--- src/rtl/clock_pkg.sv ---
// Shared types, field limits and BCD helpers for the time-of-day core.
package clock_pkg;

  typedef logic [3:0] bcd_t;

  localparam int SEC_MAX  = 59;
  localparam int MIN_MAX  = 59;
  localparam int HR24_MAX = 23;
  localparam int HR12_MIN = 1;
  localparam int HR12_MAX = 12;

  function automatic int bcd2_bin(input bcd_t hi, input bcd_t lo);
    return int'(hi) * 10 + int'(lo);
  endfunction

  // Both digits must be legal BCD before the two-digit value is compared.
  function automatic logic bcd2_valid(input bcd_t hi, input bcd_t lo, input int max);
    return (hi <= 4'd9) && (lo <= 4'd9) && (bcd2_bin(hi, lo) <= max);
  endfunction

endpackage

--- src/rtl/bcd_mod_counter.sv ---
// Two-digit BCD counter 00..MAX with parallel load; wrap flags the MAX->00 step.
module bcd_mod_counter
  import clock_pkg::*;
#(
  parameter int MAX = 59
) (
  input  logic clk,
  input  logic rst,
  input  logic inc,
  input  logic load_en,
  input  bcd_t load_hi,
  input  bcd_t load_lo,
  output bcd_t hi,
  output bcd_t lo,
  output logic wrap
);

  logic at_max;

  assign at_max = (bcd2_bin(hi, lo) == MAX);
  assign wrap   = inc && at_max;

  // NOTE: state registers use non-blocking assignments so every flop samples
  // pre-edge values regardless of block evaluation order.
  always_ff @(posedge clk or posedge rst) begin
    if (rst) begin
      hi <= '0;
      lo <= '0;
    end else if (load_en) begin
      hi <= load_hi;
      lo <= load_lo;
    end else if (inc) begin
      if (at_max) begin
        hi <= '0;
        lo <= '0;
      end else if (lo == 4'd9) begin
        hi <= hi + 4'd1;
        lo <= '0;
      end else begin
        lo <= lo + 4'd1;
      end
    end
  end

endmodule

--- src/rtl/time_set_counter.sv ---
// HH:MM:SS BCD time-of-day core with 1 s prescaler, validated load and per-field
// increment buttons; 24h or 12h (with pm flag) selected at elaboration.
module time_set_counter
  import clock_pkg::*;
#(
  parameter int TICKS_PER_SEC = 50_000_000,
  parameter bit MODE_12H      = 1'b0,
  parameter int RESET_HH      = 0
) (
  input  logic clk,
  input  logic rst,
  input  logic run,
  input  logic load,
  input  bcd_t in_hh,
  input  bcd_t in_hl,
  input  bcd_t in_mh,
  input  bcd_t in_ml,
  input  bcd_t in_sh,
  input  bcd_t in_sl,
  input  logic in_pm,
  input  logic inc_h,
  input  logic inc_m,
  input  logic inc_s,
  output bcd_t hh,
  output bcd_t hl,
  output bcd_t mh,
  output bcd_t ml,
  output bcd_t sh,
  output bcd_t sl,
  output logic pm,
  output logic sec_pulse,
  output logic day_wrap,
  output logic load_err
);

  localparam int PW = (TICKS_PER_SEC > 1) ? $clog2(TICKS_PER_SEC) : 1;
  localparam logic [PW-1:0] PS_LAST = PW'(TICKS_PER_SEC - 1);

  // Reset hour folded into the active mode's range (0 -> 12 am in 12h mode).
  localparam int   RST_H24 = RESET_HH % 24;
  localparam int   RST_H12 = (RST_H24 % 12 == 0) ? 12 : (RST_H24 % 12);
  localparam int   RST_HR  = MODE_12H ? RST_H12 : RST_H24;
  localparam bit   RST_PM  = MODE_12H && (RST_H24 >= 12);
  localparam bcd_t RST_HH  = bcd_t'(RST_HR / 10);
  localparam bcd_t RST_HL  = bcd_t'(RST_HR % 10);

  logic          load_prev, inc_h_prev, inc_m_prev, inc_s_prev;
  logic          load_edge, inc_h_edge, inc_m_edge, inc_s_edge, any_inc;
  logic [PW-1:0] presc;
  logic          tick, tick_eff, load_ok, load_en;
  logic          sec_inc, min_inc, hr_step, sec_wrap, min_wrap;
  bcd_t          nxt_hh, nxt_hl;
  logic          nxt_pm, midnight;
  int            hr_bin;

  assign load_edge  = load  & ~load_prev;
  assign inc_h_edge = inc_h & ~inc_h_prev;
  assign inc_m_edge = inc_m & ~inc_m_prev;
  assign inc_s_edge = inc_s & ~inc_s_prev;
  assign any_inc    = inc_h_edge | inc_m_edge | inc_s_edge;

  // Priority load > buttons > tick; a pre-empted tick is simply lost.
  assign tick     = run && (presc == PS_LAST);
  assign tick_eff = tick && !load_edge && !any_inc;
  assign load_en  = load_edge && load_ok;
  assign sec_inc  = !load_edge && (inc_s_edge || tick_eff);
  assign min_inc  = !load_edge && (inc_m_edge || (tick_eff && sec_wrap));
  assign hr_step  = !load_edge && (inc_h_edge || (tick_eff && sec_wrap && min_wrap));
  assign hr_bin   = bcd2_bin(hh, hl);

  always_comb begin
    load_ok = bcd2_valid(in_sh, in_sl, SEC_MAX) && bcd2_valid(in_mh, in_ml, MIN_MAX);
    if (MODE_12H)
      load_ok = load_ok && bcd2_valid(in_hh, in_hl, HR12_MAX)
                && (bcd2_bin(in_hh, in_hl) >= HR12_MIN);
    else
      load_ok = load_ok && bcd2_valid(in_hh, in_hl, HR24_MAX);
  end

  // NOTE: every output of this block gets a default first, so no path can
  // leave one unassigned and infer a latch.
  always_comb begin
    nxt_hh   = hh;
    nxt_hl   = hl;
    nxt_pm   = pm;
    midnight = 1'b0;
    if (MODE_12H && hr_bin == HR12_MAX) begin
      nxt_hh = 4'd0;
      nxt_hl = 4'd1;
    end else if (MODE_12H && hr_bin == HR12_MAX - 1) begin
      nxt_hh   = 4'd1;
      nxt_hl   = 4'd2;
      nxt_pm   = ~pm;
      midnight = pm;
    end else if (!MODE_12H && hr_bin == HR24_MAX) begin
      nxt_hh   = 4'd0;
      nxt_hl   = 4'd0;
      midnight = 1'b1;
    end else if (hl == 4'd9) begin
      nxt_hh = hh + 4'd1;
      nxt_hl = 4'd0;
    end else begin
      nxt_hl = hl + 4'd1;
    end
  end

  bcd_mod_counter #(.MAX(SEC_MAX)) u_sec (
    .clk(clk), .rst(rst), .inc(sec_inc), .load_en(load_en),
    .load_hi(in_sh), .load_lo(in_sl), .hi(sh), .lo(sl), .wrap(sec_wrap)
  );

  bcd_mod_counter #(.MAX(MIN_MAX)) u_min (
    .clk(clk), .rst(rst), .inc(min_inc), .load_en(load_en),
    .load_hi(in_mh), .load_lo(in_ml), .hi(mh), .lo(ml), .wrap(min_wrap)
  );

  always_ff @(posedge clk or posedge rst) begin
    if (rst) begin
      load_prev  <= 1'b0;
      inc_h_prev <= 1'b0;
      inc_m_prev <= 1'b0;
      inc_s_prev <= 1'b0;
      presc      <= '0;
      hh         <= RST_HH;
      hl         <= RST_HL;
      pm         <= RST_PM;
      sec_pulse  <= 1'b0;
      day_wrap   <= 1'b0;
      load_err   <= 1'b0;
    end else begin
      load_prev  <= load;
      inc_h_prev <= inc_h;
      inc_m_prev <= inc_m;
      inc_s_prev <= inc_s;

      if (load_en)
        presc <= '0;
      else if (run)
        presc <= (presc == PS_LAST) ? '0 : presc + PW'(1);

      if (load_en) begin
        hh <= in_hh;
        hl <= in_hl;
        pm <= MODE_12H ? in_pm : 1'b0;
      end else if (hr_step) begin
        hh <= nxt_hh;
        hl <= nxt_hl;
        pm <= nxt_pm;
      end

      sec_pulse <= tick_eff;
      day_wrap  <= tick_eff && sec_wrap && min_wrap && midnight;
      load_err  <= load_edge && !load_ok;
    end
  end

endmodule

--- config.mk ---
export PLATFORM = sky130hd
export DESIGN_NAME = time_set_counter
export DESIGN_NICKNAME = d
export VERILOG_FILES = /design/src/rtl/clock_pkg.sv /design/src/rtl/bcd_mod_counter.sv /design/src/rtl/time_set_counter.sv
export SDC_FILE = /design/constraint.sdc
export NUM_CORES = 1
export LEC_CHECK = 0
export CAP_MARGIN = 20
export CORE_MARGIN = 10
export CORE_UTILIZATION = 51
export DETAILED_ROUTE_END_ITERATION = 10
export GPL_TIMING_DRIVEN = 0
export PLACE_DENSITY = 0.8
export SYNTH_ARGS = -nofsm -noshare
export SYNTH_HDL_FRONTEND = slang
export SYNTH_HIERARCHICAL = 1
export SYNTH_SLANG_ARGS = --single-unit
--- constraint.sdc ---
create_clock -name clk -period 5.12 [get_ports clk]
set_input_delay 1.024 -clock clk [delete_from_list [all_inputs] [get_ports clk]]
set_output_delay 1.024 -clock clk [all_outputs]
set_load 0.03 [all_outputs]
---- After elaboration in Yosys (flattened, before gate mapping) ----
Cells that the tools add are included.
storage, ports and cells
  bits of input ports ..................... 32
  register bits ........................... 57
  memory bits (writable) .................. 0
  logic and storage cells ................. 124
  memories kept ........................... 0
  output and inout port bits .............. 28
  memory bits (read-only) ................. 0
  bits in latches ......................... 0
operators by class
  reductions and logical operators ........ 37
  $mul .................................... 6
  shift operators ......................... 0
  bitwise operators ....................... 10
  $lt $le $gt $ge ......................... 9
  add/sub/neg operators ................... 13
  divide/modulo/power cells ............... 0
  mux-type cells .......................... 28
  eq/ne operators ......................... 7
operator list
  cell                     count
  $mux W4                  24
  $mux W26                 3
  $add A32 B5 Y32          2
  $eq A32 B7 Y1 const B    2
  $mul A4 B3 Y7 const B    6
  $add A8 B4 Y9            4
  $add A26 B1 Y26 const B  1
  $eq A26 B26 Y1 const B   1
  $add A4 B1 Y4 const B    6
  $le A4 B4 Y1 const B     6
  $logic_and A1 B1 Y1      21
  $le A9 B6 Y1 const B     2
  $eq A4 B4 Y1 const B     3
  $eq A9 B5 Y1 const B     1
  $le A9 B5 Y1 const B     1
  $reduce_bool A3 Y1       3
  $reduce_bool A2 Y1       4
  $reduce_and A2 Y1        3
  $and A1 B1 Y1            4
  $not A1 Y1               4
  $logic_not A1 Y1         3
  $logic_or A1 B1 Y1       3
  $or A1 B1 Y1             2
  $mux W1                  1

---- Depth between registers and ports, before layout ----
  depth in word-level cells ............... 18
  gate-level depth with buffers ........... 20
  gate-level depth less buffers ........... 19

---- By module ----
The synthesis kept the hierarchy.
by module, submodules not included
  module            area an instance (um^2)  cells an instance  seq. area each (um^2)  instances
  time_set_counter  3274.4                   367                1026.0                 1
  bcd_mod_counter   753.2                    87                 200.2                  2

---- Least setup slack after synthesis ----
No wires, ideal clock.
  path kind ............................... reg-to-reg
  from .................................... register presc[18]
  to ...................................... register hl[3]
  path buffers ............................ 1
  path slack .............................. 300 ps
  required time ........................... 4995 ps
  arrival ................................. 4695 ps
  library setup time ...................... 125 ps
  stages on the path, launching flop included .. 20
  path through ............................ dfrtp_1 or4_1 or4_4 nor2_1 and4_1 nor2_1 nor2_1 clkinv_1 nor2_1 nand2_1 a21oi_1 clkinv_1 nor2_1 nand2_1 nor4_1 or4b_1 buf_2 and2_4 a221o_1 mux2_2
between the ends
  longest elaborated chain between the ends .. 15
RTL lines
  what                                 line                     source
  start: declaration                   time_set_counter.sv:49   logic [PW-1:0] presc;
  start signal: assignment             time_set_counter.sv:139  presc <= (presc == PS_LAST) ? '0 : presc + PW'(1);
  $eq A26 B26 Y1                       time_set_counter.sv:63   assign tick = run && (presc == PS_LAST);
  $logic_and A1 B1 Y1                  time_set_counter.sv:63
  $logic_and A1 B1 Y1 (2 in a row)     time_set_counter.sv:64   assign tick_eff = tick && !load_edge && !any_inc;
  via tick_eff                         time_set_counter.sv:50   logic tick, tick_eff, load_ok, load_en;
  $logic_or A1 B1 Y1                   time_set_counter.sv:66   assign sec_inc = !load_edge && (inc_s_edge || tick_eff);
  $logic_and A1 B1 Y1                  time_set_counter.sv:66
  via sec_inc                          time_set_counter.sv:51   logic sec_inc, min_inc, hr_step, sec_wrap, min_wrap;
  $logic_and A1 B1 Y1                  bcd_mod_counter.sv:21    assign wrap = inc && at_max;
  via sec_wrap                         time_set_counter.sv:51
  [... 2 more ...]                     --
  $logic_and A1 B1 Y1                  time_set_counter.sv:67   assign min_inc = !load_edge && (inc_m_edge || (tick_eff && sec_wrap));
  via min_inc                          time_set_counter.sv:51
  $logic_and A1 B1 Y1                  bcd_mod_counter.sv:21
  via min_wrap                         time_set_counter.sv:51
  $logic_and A1 B1 Y1                  time_set_counter.sv:68   assign hr_step = !load_edge && (inc_h_edge || (tick_eff && sec_wrap && min_wrap));
  $logic_or A1 B1 Y1                   time_set_counter.sv:68
  $logic_and A1 B1 Y1                  time_set_counter.sv:68
  $reduce_bool A2 Y1 (no source line)  --
  end signal: assignment               time_set_counter.sv:143  hl <= in_hl;
  end signal: assignment               time_set_counter.sv:147  hl <= nxt_hl;
  end: declaration                     time_set_counter.sv:25   output bcd_t hl,
The timed path passes the listed nets, and every way through them passes these cells.
A chain may end at the register's enable or synchronous reset.

---- Worst setup path in the final report ----
  from .................................... register presc[24]
  to ...................................... register hl[3]
Same word-level chain as after synthesis.

==> metrics.txt <==
post-layout net count=a little over 700; clock input transition at the sequential cells of the worst setup and hold paths=0.09 ns; post-DP HPWL=9520 um; later-pin clock latency in the skew report=roughly 0.36 ns; placed cells=708; number of unique standard cell types used by synthesis=67; share of final-layout standard cells stronger than drive strength 1=0.0977; net count of the mapped netlist=637; worst slew slack as a fraction of its limit=0.410; most common cell after layout, fill and taps aside=sky130_fd_sc_hd__dfrtp_1; via count of the first global-routing pass=4415; commonest cells after routing, fill and taps aside=sky130_fd_sc_hd__dfrtp_1, sky130_fd_sc_hd__clkdlybuf4s50_1, sky130_fd_sc_hd__ha_1, sky130_fd_sc_hd__nor2_1, sky130_fd_sc_hd__o21ai_0; first-pass GRT wire length=21100 um; measured slew at the worst slew-check pin=0.884 ns; Post-Route Setup TNS=0 ns; class of the worst hold path=register to register; synthesized flop and latch total=57; Max Freq=202 MHz; final setup violating endpoints=0; total number of H-tree levels=3; via count=4503; worst-case vdd ir drop=0.214 mV; number of hold-slack violations in the final timing report=0; detailed-routing iteration count for the pre-antenna-repair pass=5; root buffer cell=sky130_fd_sc_hd__clkbuf_8; Buffers on Ports=56; arrival time at the worst endpoint=5.19 ns; detail-routed net length per standard cell=17.3 um; number of synthesis warnings=6; number of remaining DRC errors=0; Critical Path Slowest Stage Cell=sky130_fd_sc_hd__or4_4; Core Region=9200 um^2; CP Capture Type=register; hold_buf cts=0; number of standard cells in the final layout excluding fillers=725; Via-to-Cell Ratio=between 6 and 7; count of clock tree sinks=57; global-route usage over all layers=0.188; register area share after synthesis=0.298; starting utilization of the core area=0.520; final hold slack=0.548 ns; Leak Pwr=2.57 nW; final count of pins violating max slew=0; CTS tree=yes; remaining global-route overflow=0; async set-or-reset flop fraction in the synthesized netlist=1.00; Total Wirelength=12500 um; CP required=approximately 5.4 ns; area of the mapped netlist=about 4800 um^2; maximum number of buffers from clock root to sink=2; cells traversed along the worst timing path=or4b_1 -> or4_4 -> nor2_2 -> and4_4 -> nor2_1 -> nor2_2 -> inv_4 -> nor2_2 -> nand2_1 -> a21oi_4 -> clkinv_4 -> nor2_2 -> nand2_1 -> nor4_2 -> or4b_1 -> buf_2 -> and2_4 -> a221o_1 -> mux2_2; post-layout min period=approximately 5 ns; period utilisation layout=0.968; number of enable flip-flop cells after synthesis=0; buffering stage count on the worst path with inverters included=3; maximum number of pins on one net before global-route repair=42; number of antenna violations at the first check in global routing=0; width of the chip=117 um; DRC marker count from the first detailed-route iteration=around 310; biggest cell delay along the critical path=0.57 ns; PnR Total Power=0.00210 W; io pins=60; final instance area=5780 um^2; critical path class=register to register; number of nets still failing antenna checks after routing=0; dpl cell area=5480 um^2; launching element type of the critical path=register; Die Outline Area=13600 um^2; CP max FO=10; post-route clock skew=0.0213 ns; Placer Congestion=between 0.9 and 1; number of buffers added by the clock tree synthesis step=9; result of the run=completed; primary flip-flop cell chosen by synthesis mapping=sky130_fd_sc_hd__dfrtp_1; y dimension of the die=around 120 um; Area Growth Syn to Fin=20.9%; mean post-synth cell area=8.84 um^2; cell family with most CP delay=simple AND/OR/NAND/NOR gates; diode count=0; number of instances in the synthesized netlist=541; reported max-cap violation count=0; number of fill cells in the layout=slightly below 800; row count=35; most numerous cell on the critical path=sky130_fd_sc_hd__nor2_2; Power per Cell Area=363 nW/um^2
[path summary, 6_finish.rpt]
| path | startpoint | end | slack [ns] | cells after the start |
|---|---|---|---|---|
| setup / recovery | presc[24]$_DFFE_PP0P_ | hl[3]$_DFFE_PP0P_ | 0.17 | 19 |
| hold / removal | load_prev$_DFF_PP0_ | load_err$_DFF_PP0_ | 0.55 | 2 |
| setup reg to reg | presc[24]$_DFFE_PP0P_ | hl[3]$_DFFE_PP0P_ | 0.17 | 19 |
| hold reg to reg | load_prev$_DFF_PP0_ | load_err$_DFF_PP0_ | 0.55 | 2 |
| max in group asynchronous | rst | presc[6]$_DFFE_PP0P_ | 3.29 | 2 |
| min in group asynchronous | rst | u_sec/hi[1]$_DFFE_PP0P_ | 1.02 | 2 |
[layer usage]
metal  vias up  track usage  routed length [um]
li1       2139            -                   -
met1      2211        0.236                5510
met2       131        0.317                6110
met3        22       0.0382                 687
met4         0       0.0610                 199
met5         -            0                   0
[worst register-to-register path: cells and delay by family, from the launching register on]
family          cells  cell delay [ns]
compound gates      2             0.59
buf+inv             3             0.42
mux                 1             0.26
flops               1             0.43
simple gates       13             3.13
[Yosys cell counts, types with 3 or more instances]
cell type | instances | share of area
sky130_fd_sc_hd__dfrtp_1 | 57 | 0.30
sky130_fd_sc_hd__ha_1 | 52 | 0.14
sky130_fd_sc_hd__nor2_1 | 51 | 0.040
sky130_fd_sc_hd__o21ai_0 | 38 | 0.040
sky130_fd_sc_hd__nand2_1 | 37 | 0.029
sky130_fd_sc_hd__a21oi_1 | 32 | 0.033
sky130_fd_sc_hd__inv_1 | 30 | 0.024
sky130_fd_sc_hd__nand3_1 | 22 | 0.023
sky130_fd_sc_hd__nand4_1 | 15 | 0.020
sky130_fd_sc_hd__and3_1 | 12 | 0.016
sky130_fd_sc_hd__clkbuf_1 | 12 | 0.0094
sky130_fd_sc_hd__fa_1 | 12 | 0.050
sky130_fd_sc_hd__xor2_1 | 12 | 0.022
sky130_fd_sc_hd__nor3_1 | 11 | 0.012
sky130_fd_sc_hd__a2bb2oi_1 | 10 | 0.018
sky130_fd_sc_hd__nor2b_1 | 10 | 0.013
sky130_fd_sc_hd__mux2_2 | 9 | 0.021
sky130_fd_sc_hd__a21o_1 | 8 | 0.013
sky130_fd_sc_hd__or4_1 | 8 | 0.013
sky130_fd_sc_hd__nor4_1 | 7 | 0.0092
sky130_fd_sc_hd__a22oi_1 | 6 | 0.0094
sky130_fd_sc_hd__a211oi_1 | 5 | 0.0079
sky130_fd_sc_hd__and4_1 | 5 | 0.0092
sky130_fd_sc_hd__mux2i_1 | 4 | 0.0084
sky130_fd_sc_hd__o2bb2ai_1 | 4 | 0.0073
sky130_fd_sc_hd__or2_2 | 4 | 0.0052
sky130_fd_sc_hd__or3_1 | 4 | 0.0052
sky130_fd_sc_hd__xnor2_1 | 4 | 0.0073
sky130_fd_sc_hd__a31o_2 | 3 | 0.0055
sky130_fd_sc_hd__and2_1 | 3 | 0.0039
sky130_fd_sc_hd__buf_1 | 3 | 0.0024
sky130_fd_sc_hd__nor4b_1 | 3 | 0.0055
sky130_fd_sc_hd__o31ai_1 | 3 | 0.0047
[state kept, by name, summed over array words and instances (netlist names), 4 cells and up]
name	flops
hh	4
hl	4
presc	26
u_min/hi	4
u_min/lo	4
u_sec/hi	4
u_sec/lo	4
[area by class of cell]
class / instances / area, um^2 / area share
multi-input cells: 435 / 3210 / 0.555
flip-flops and latches: 57 / 1430 / 0.247
repair buffers: 58 / 576 / 0.0996
well taps: 111 / 139 / 0.0240
inverters: 32 / 128 / 0.0221
clock buffers: 9 / 124 / 0.0214
clock inverters: 7 / 103 / 0.0177
plain buffers: 16 / 77.6 / 0.0134
[metrics by stage]
stage | setup WS (ns) | util
CTS | 0.000396 | 0.624
detailed placement | -1.14 | 0.596
floorplan | 0.300 | -
global route | -0.0118 | 0.629
global placement | -0.971 | 0.596
finish | 0.166 | 0.629
[power by group]
group          internal [W]  switching [W]
logic              0.000439       0.000498
registers          0.000533       0.000148
clock network      0.000278       0.000204
[cells by family (layout without fill, tap and decap cells)]
group / after synthesis / after routing / synth area share
flops: 57 / 57 / 0.298
simple gates: 208 / 208 / 0.232
other cells: 1 / 1 / 0.000784
fa+ha+maj: 65 / 65 / 0.188
xor+xnor: 16 / 16 / 0.0293
compound gates: 132 / 132 / 0.182
mux: 13 / 13 / 0.0296
buf+inv: 49 / 122 / 0.0395
[timing repair]
action	in CTS	in global routing
gates resized for setup	12	16
setup endpoints to repair	24	24
gates cloned	0	0
pin swaps	1	1
setup buffers	1	1
No activity file was read; power rests on OpenSTA's default activity.
